==> config.mk <==
export PLATFORM = sky130hd
export DESIGN_NAME = gray_sobel_frame_sequencer
export DESIGN_NICKNAME = d
export VERILOG_FILES = /design/src/rtl/gray_sobel_frame_sequencer.sv
export SDC_FILE = /design/constraint.sdc
export NUM_CORES = 1
export LEC_CHECK = 0
export ABC_CLOCK_PERIOD_IN_PS = 4700
export CAP_MARGIN = 15
export CELL_PAD_IN_SITES_DETAIL_PLACEMENT = 1
export CELL_PAD_IN_SITES_GLOBAL_PLACEMENT = 1
export CORE_ASPECT_RATIO = 0.5
export CORE_MARGIN = 4
export CORE_UTILIZATION = 48
export CTS_BUF_LIST = sky130_fd_sc_hd__clkbuf_4
export CTS_CLUSTER_SIZE = 30
export DETAILED_ROUTE_END_ITERATION = 8
export PLACE_DENSITY_LB_ADDON = 0.1
export SLEW_MARGIN = 5
export SYNTH_ARGS = -nofsm -noshare
export SYNTH_HDL_FRONTEND = slang
export SYNTH_SLANG_ARGS = --single-unit
==> constraint.sdc <==
create_clock -name clk_i -period 4.7 [get_ports clk_i]
set_clock_uncertainty 0.15 [all_clocks]
set_input_delay 0.47 -clock clk_i [delete_from_list [all_inputs] [get_ports clk_i]]
set_output_delay 0.47 -clock clk_i [all_outputs]
set_load 0.03 [all_outputs]
==> src/rtl/gray_sobel_frame_sequencer.sv <==
`default_nettype none
// ============================================================================
//  Module   : gray_sobel_frame_sequencer
//  Purpose  : Frame-level controller between the SPI pixel interface and the
//             grayscale/Sobel core. Latches the processing mode, pulses the
//             core start, admits exactly IMG_WIDTH*IMG_HEIGHT input pixels
//             with row/column tracking, turns core output strobes into a
//             valid/ready stream and reports done / timeout / overrun.
//  Ports    : clk_i, reset_i (async, active-high)
//             cfg_select_i, frame_start_i, abort_i      - frame control
//             in_px_valid_i / in_px_ready_o             - input pixel accept
//             core_start_o, core_select_o               - core control
//             core_px_ready_i                           - core output strobe
//             out_px_valid_o / out_px_ready_i           - output stream
//             row_o, col_o                              - next input position
//             busy_o, done_o, timeout_o, overrun_o      - status
//  Revision : 1.0 - initial release
// ============================================================================
module gray_sobel_frame_sequencer #(
   parameter int IMG_WIDTH     = 16,
   parameter int IMG_HEIGHT    = 16,
   parameter int DRAIN_TIMEOUT = 1024
) (
   input  logic                          clk_i,
   input  logic                          reset_i,
   input  logic [1:0]                    cfg_select_i,
   input  logic                          frame_start_i,
   input  logic                          abort_i,
   input  logic                          in_px_valid_i,
   output logic                          in_px_ready_o,
   output logic                          core_start_o,
   output logic [1:0]                    core_select_o,
   input  logic                          core_px_ready_i,
   output logic                          out_px_valid_o,
   input  logic                          out_px_ready_i,
   output logic [$clog2(IMG_HEIGHT)-1:0] row_o,
   output logic [$clog2(IMG_WIDTH)-1:0]  col_o,
   output logic                          busy_o,
   output logic                          done_o,
   output logic                          timeout_o,
   output logic                          overrun_o
);

   localparam int c_cnt_w   = $clog2(IMG_WIDTH * IMG_HEIGHT + 1);
   localparam int c_drain_w = $clog2(DRAIN_TIMEOUT);
   localparam int c_row_w   = $clog2(IMG_HEIGHT);
   localparam int c_col_w   = $clog2(IMG_WIDTH);

   localparam logic [c_cnt_w-1:0]   c_total      = c_cnt_w'(IMG_WIDTH * IMG_HEIGHT);
   localparam logic [c_cnt_w-1:0]   c_last_px    = c_cnt_w'(IMG_WIDTH * IMG_HEIGHT - 1);
   localparam logic [c_drain_w-1:0] c_drain_last = c_drain_w'(DRAIN_TIMEOUT - 1);
   localparam logic [c_row_w-1:0]   c_row_last   = c_row_w'(IMG_HEIGHT - 1);
   localparam logic [c_col_w-1:0]   c_col_last   = c_col_w'(IMG_WIDTH - 1);

   typedef enum logic [2:0] {
      S_IDLE   = 3'd0,
      S_ARM    = 3'd1,
      S_STREAM = 3'd2,
      S_DRAIN  = 3'd3,
      S_DONE   = 3'd4
   } state_t;

   state_t                 state_q,     state_d;
   logic [1:0]             sel_q,       sel_d;
   logic [c_cnt_w-1:0]     in_cnt_q,    in_cnt_d;
   logic [c_cnt_w-1:0]     out_cnt_q,   out_cnt_d;
   logic [c_drain_w-1:0]   drain_cnt_q, drain_cnt_d;
   logic [c_row_w-1:0]     row_q,       row_d;
   logic [c_col_w-1:0]     col_q,       col_d;
   logic                   out_valid_q, out_valid_d;
   logic                   timeout_q,   timeout_d;
   logic                   overrun_q,   overrun_d;
   logic                   start_q,     start_d;
   logic                   busy_q,      busy_d;
   logic                   done_q,      done_d;

   logic                   w_in_ready;
   logic                   w_accept;
   logic                   w_strobe;
   logic                   w_out_complete;

   // Ready depends only on state and count, never on in_px_valid_i.
   assign w_in_ready = (state_q == S_STREAM) && (in_cnt_q < c_total);
   assign w_accept   = in_px_valid_i && w_in_ready;
   assign w_strobe   = core_px_ready_i && ((state_q == S_STREAM) || (state_q == S_DRAIN));

   always_comb begin
      state_d        = state_q;
      sel_d          = sel_q;
      in_cnt_d       = in_cnt_q;
      out_cnt_d      = out_cnt_q;
      drain_cnt_d    = drain_cnt_q;
      row_d          = row_q;
      col_d          = col_q;
      out_valid_d    = out_valid_q;
      timeout_d      = timeout_q;
      overrun_d      = overrun_q;
      w_out_complete = 1'b0;

      // Output path: a new strobe always wins over a same-cycle handshake.
      if (w_strobe) begin
         out_valid_d = 1'b1;
         if (out_valid_q && !out_px_ready_i) begin
            overrun_d = 1'b1;
         end
         if (out_cnt_q != c_total) begin
            out_cnt_d = out_cnt_q + 1'b1;
         end
      end else if (out_valid_q && out_px_ready_i) begin
         out_valid_d = 1'b0;
      end

      // Completion looks at the post-update count so it can finish this cycle.
      w_out_complete = (out_cnt_d == c_total);

      case (state_q)
         S_IDLE: begin
            if (frame_start_i && !abort_i) begin
               sel_d       = cfg_select_i;
               in_cnt_d    = '0;
               out_cnt_d   = '0;
               drain_cnt_d = '0;
               row_d       = '0;
               col_d       = '0;
               timeout_d   = 1'b0;
               overrun_d   = 1'b0;
               state_d     = S_ARM;
            end
         end
         S_ARM: begin
            state_d = S_STREAM;
         end
         S_STREAM: begin
            if (w_accept) begin
               in_cnt_d = in_cnt_q + 1'b1;
               if (col_q == c_col_last) begin
                  col_d = '0;
                  row_d = (row_q == c_row_last) ? '0 : row_q + 1'b1;
               end else begin
                  col_d = col_q + 1'b1;
               end
               if (in_cnt_q == c_last_px) begin
                  state_d = w_out_complete ? S_DONE : S_DRAIN;
               end
            end
         end
         S_DRAIN: begin
            drain_cnt_d = drain_cnt_q + 1'b1;
            if (w_out_complete) begin
               state_d = S_DONE;
            end else if (drain_cnt_q == c_drain_last) begin
               timeout_d = 1'b1;
               state_d   = S_DONE;
            end
         end
         S_DONE: begin
            state_d = S_IDLE;
         end
         default: begin
            state_d = S_IDLE;
         end
      endcase

      // Abort overrides every other transition outside IDLE.
      if (abort_i && (state_q != S_IDLE)) begin
         state_d     = S_IDLE;
         in_cnt_d    = '0;
         out_cnt_d   = '0;
         drain_cnt_d = '0;
         row_d       = '0;
         col_d       = '0;
         out_valid_d = 1'b0;
      end

      // Status outputs are registered copies of the next-state decode.
      start_d = (state_d == S_ARM);
      busy_d  = (state_d != S_IDLE);
      done_d  = (state_d == S_DONE);
   end

   always_ff @(posedge clk_i or posedge reset_i) begin
      if (reset_i) begin
         state_q     <= S_IDLE;
         sel_q       <= '0;
         in_cnt_q    <= '0;
         out_cnt_q   <= '0;
         drain_cnt_q <= '0;
         row_q       <= '0;
         col_q       <= '0;
         out_valid_q <= 1'b0;
         timeout_q   <= 1'b0;
         overrun_q   <= 1'b0;
         start_q     <= 1'b0;
         busy_q      <= 1'b0;
         done_q      <= 1'b0;
      end else begin
         state_q     <= state_d;
         sel_q       <= sel_d;
         in_cnt_q    <= in_cnt_d;
         out_cnt_q   <= out_cnt_d;
         drain_cnt_q <= drain_cnt_d;
         row_q       <= row_d;
         col_q       <= col_d;
         out_valid_q <= out_valid_d;
         timeout_q   <= timeout_d;
         overrun_q   <= overrun_d;
         start_q     <= start_d;
         busy_q      <= busy_d;
         done_q      <= done_d;
      end
   end

   assign in_px_ready_o  = w_in_ready;
   assign core_start_o   = start_q;
   assign core_select_o  = sel_q;
   assign out_px_valid_o = out_valid_q;
   assign row_o          = row_q;
   assign col_o          = col_q;
   assign busy_o         = busy_q;
   assign done_o         = done_q;
   assign timeout_o      = timeout_q;
   assign overrun_o      = overrun_q;

endmodule
`default_nettype wire

==> out/metrics.yaml <==
synth_warnings: 0
cts_tree: "done"
clk_pin_slew_ns: 0.14
synth_fp_nets: 283
p_leak_nw: 1.28
cp-endpoint: "in_px_ready_o"
synthSimpleGateAreaFrac: 0.277
hpwl_um: 4410
final.fill_count: 585
critPathMaxFanout: 8
synth_top_area_frac: 0.475
drtIter0Drc: 64
seqCellArea_mm2: 0.00118
cp-end-kind: "output pin"
reg2reg_depth: 7
critPathArrivalTime_ns: 1.98
synth_top_cell_by_area: "dfrtp_1"
track_usage: 0.210
gp_congestion: 0.775
grt_pass1_vias: 2210
avgSynthCellArea_um2: 9.28
ys_ff_latch: 47
hp-class: "flop to flop"
synth_compound_area_frac: 0.106
detailroute.via_count: 2021
ir_drop_uv: 204
core_area_mm2: 0.00495
r2r_start: "state_q[1]"
rsz0062_at_grt: "no"
cp_slowest_cell: "clkdlybuf4s50_1"
synth_common_cells: "dfrtp_1 (47), nor2_1 (34), nand2_1 (32)"
grt_pass1_wl_um: 10600
synth_top_family_by_area: "simple AND/OR/NAND/NOR gates"
numClockSinks: 47
yosysMostFrequentCell: "dfrtp_1"
path_cells: "nand2b_2 > nor3_1 > clkdlybuf4s50_1"
first_pass_iters: 4
status: "finished, final reports clean"
ios: 26
clk_latency_ns: 0.35
cpPeakStageDelay_ns: 0.72
insertedDiodeCount: 0
nets: 306
syn_area_mm2: 0.00248
hold_violations: 0
synth_cell_type_count: 50
setup_violations: 0
root_buffer: "clkbuf_4"
synthFlopType: "dfrtp_1"
worstMarginPinSlew_ns: 1.04
reg2reg_to: "row_o[3]"
grt_max_degree: 48
die_h_um: 58.8
start_kind: "flop"
initial_core_util: 0.500
r2r_slack_ns: 2.22
drv_cap: 0
cts_hold_buf: 0
max_freq_ghz: 0.384
ctsResizeCount: 0
grt_overflow: 0
post-route-drc-count: 0
setup_tns_ns: 0
std_cell_rows: 18
period_needed_ns: 2.60
synthTopCellsByArea: "dfrtp_1 (47%), nor2_1 (5.1%), nand2_1 (4.8%)"
synthXorXnorAreaFrac: 0.0565
synth_mux_area_frac: 0.0141
avgRoutedWirePerCell_um: 16.7
cts_made_buffers: 5
drive_gt1_frac: 0.0756
synth_fa_ha_area_frac: 0.0353
area_growth_pct: 13.7
numPortBuffers: 25
finalCritPeriodShare: 0.553
ys_seq_area_frac: 0.475
synthArstFlopShare: 1.00
critPathRequiredTime_ns: 4.08
htree_levels: 2
slew_viol_final: 0
synthesis.instances: 267
die_area_mm2: 0.00645
post_cts_buffers: 0
relSlewSlack: 0.299
route.final.wire_length_um: 6010
holdWs_ns: 0.357
ant_nets: 0
detail_route.vias_per_cell: 5.60
dieWidth_um: 110
multiInputGateArea_mm2: 0.00121
antenna_found_initial: 0
cp-startpoint: "state_q[2]"
synth_edf_count: 0
cts_max_path_buffers: 2
path_class: "flop to output pin"
power.density_mw_per_mm2: 423
## worst max-delay path, delay by kind of cell, from the launching register on
| kind | cells | cell delay, ns |
|---|---|---|
| buffers and inverters | 1 | 0.72 |
| flip-flops | 1 | 0.49 |
| AND/OR/NAND/NOR | 2 | 0.42 |
## cell usage in the layout, fill, tap and decap left out, types with 9 or more instances in the layout
master           Yosys  final
nand2_1             32     32
xor2_1              11     11
nor2_1              34     34
nand3_1             13     13
and3_1              10     10
nand4_1              9      9
clkdlybuf4s50_1      0     25
dfrtp_1             47     47
o21ai_0             20     20
## flip-flops by register name, indices dropped and copies added (netlist names)
name / count
out_cnt_q: 9
done_o: 1
drain_cnt_q: 10
core_select_o: 2
out_px_valid_o: 1
overrun_o: 1
in_cnt_q: 9
col_o: 4
state_q: 3
core_start_o: 1
timeout_o: 1
row_o: 4
busy_o: 1
## metrics by stage
stage	std cells	total power [mW]	setup slack, ns	instance area, um2	util
floorplan	267	0.833	2.20	2480	-
global placement	353	0.985	1.95	2760	0.557
detailed placement	353	1.00	1.90	2760	0.557
CTS	361	1.21	2.05	2820	0.569
global route	361	1.28	1.94	2820	0.569
finish	361	1.19	2.10	2820	0.569
## logic make-up (layout without fill, tap and decap cells)
kind of cell / Yosys count / after routing
DFF: 47 / 47
buffers and inverters: 18 / 42
xor gates and xnor gates: 16 / 16
adders and majority gates: 7 / 7
muxes: 3 / 3
and+or+nand+nor: 133 / 133
AOI/OAI and AO/OA: 43 / 43
## worst min-delay path by stage
stage / depth (start not counted) / slack [ns] / from / endpoint
6_report: 2 / 0.36 / core_select_o[1] / core_select_o[1]
5_1_grt: 1 / 0.40 / drain_cnt_q[5] / drain_cnt_q[5]
4_1_cts: 2 / 0.36 / core_select_o[1] / core_select_o[1]
3_5_place_dp: 2 / 0.32 / core_select_o[1] / core_select_o[1]
3_3_place_gp: 2 / 0.33 / in_cnt_q[1] / in_cnt_q[1]
2_1_floorplan: 2 / 0.31 / in_cnt_q[1] / in_cnt_q[1]
## power by group
group	leakage, nW	internal, mW	switching, mW
clock	0.0361	0.0702	0.130
combinational	0.604	0.174	0.297
sequential	0.644	0.459	0.0616
## layout make-up
type,instances,area share
multi-input cells,202,0.429
repair buffers,26,0.0914
clock inverters,1,0.00178
well taps,70,0.0311
clock buffers,7,0.0186
flip-flops and latches,47,0.417
inverters,8,0.0107
## per-layer routing
layer | vias to the layer above | wire [um] | global-route usage
met5 | - | 0 | 0
li1 | 967 | - | -
met2 | 24 | 3040 | 0.359
met4 | 0 | 62 | 0.0551
met3 | 6 | 155 | 0.0438
met1 | 1024 | 2750 | 0.275
Power figures use the tool's default switching activity.
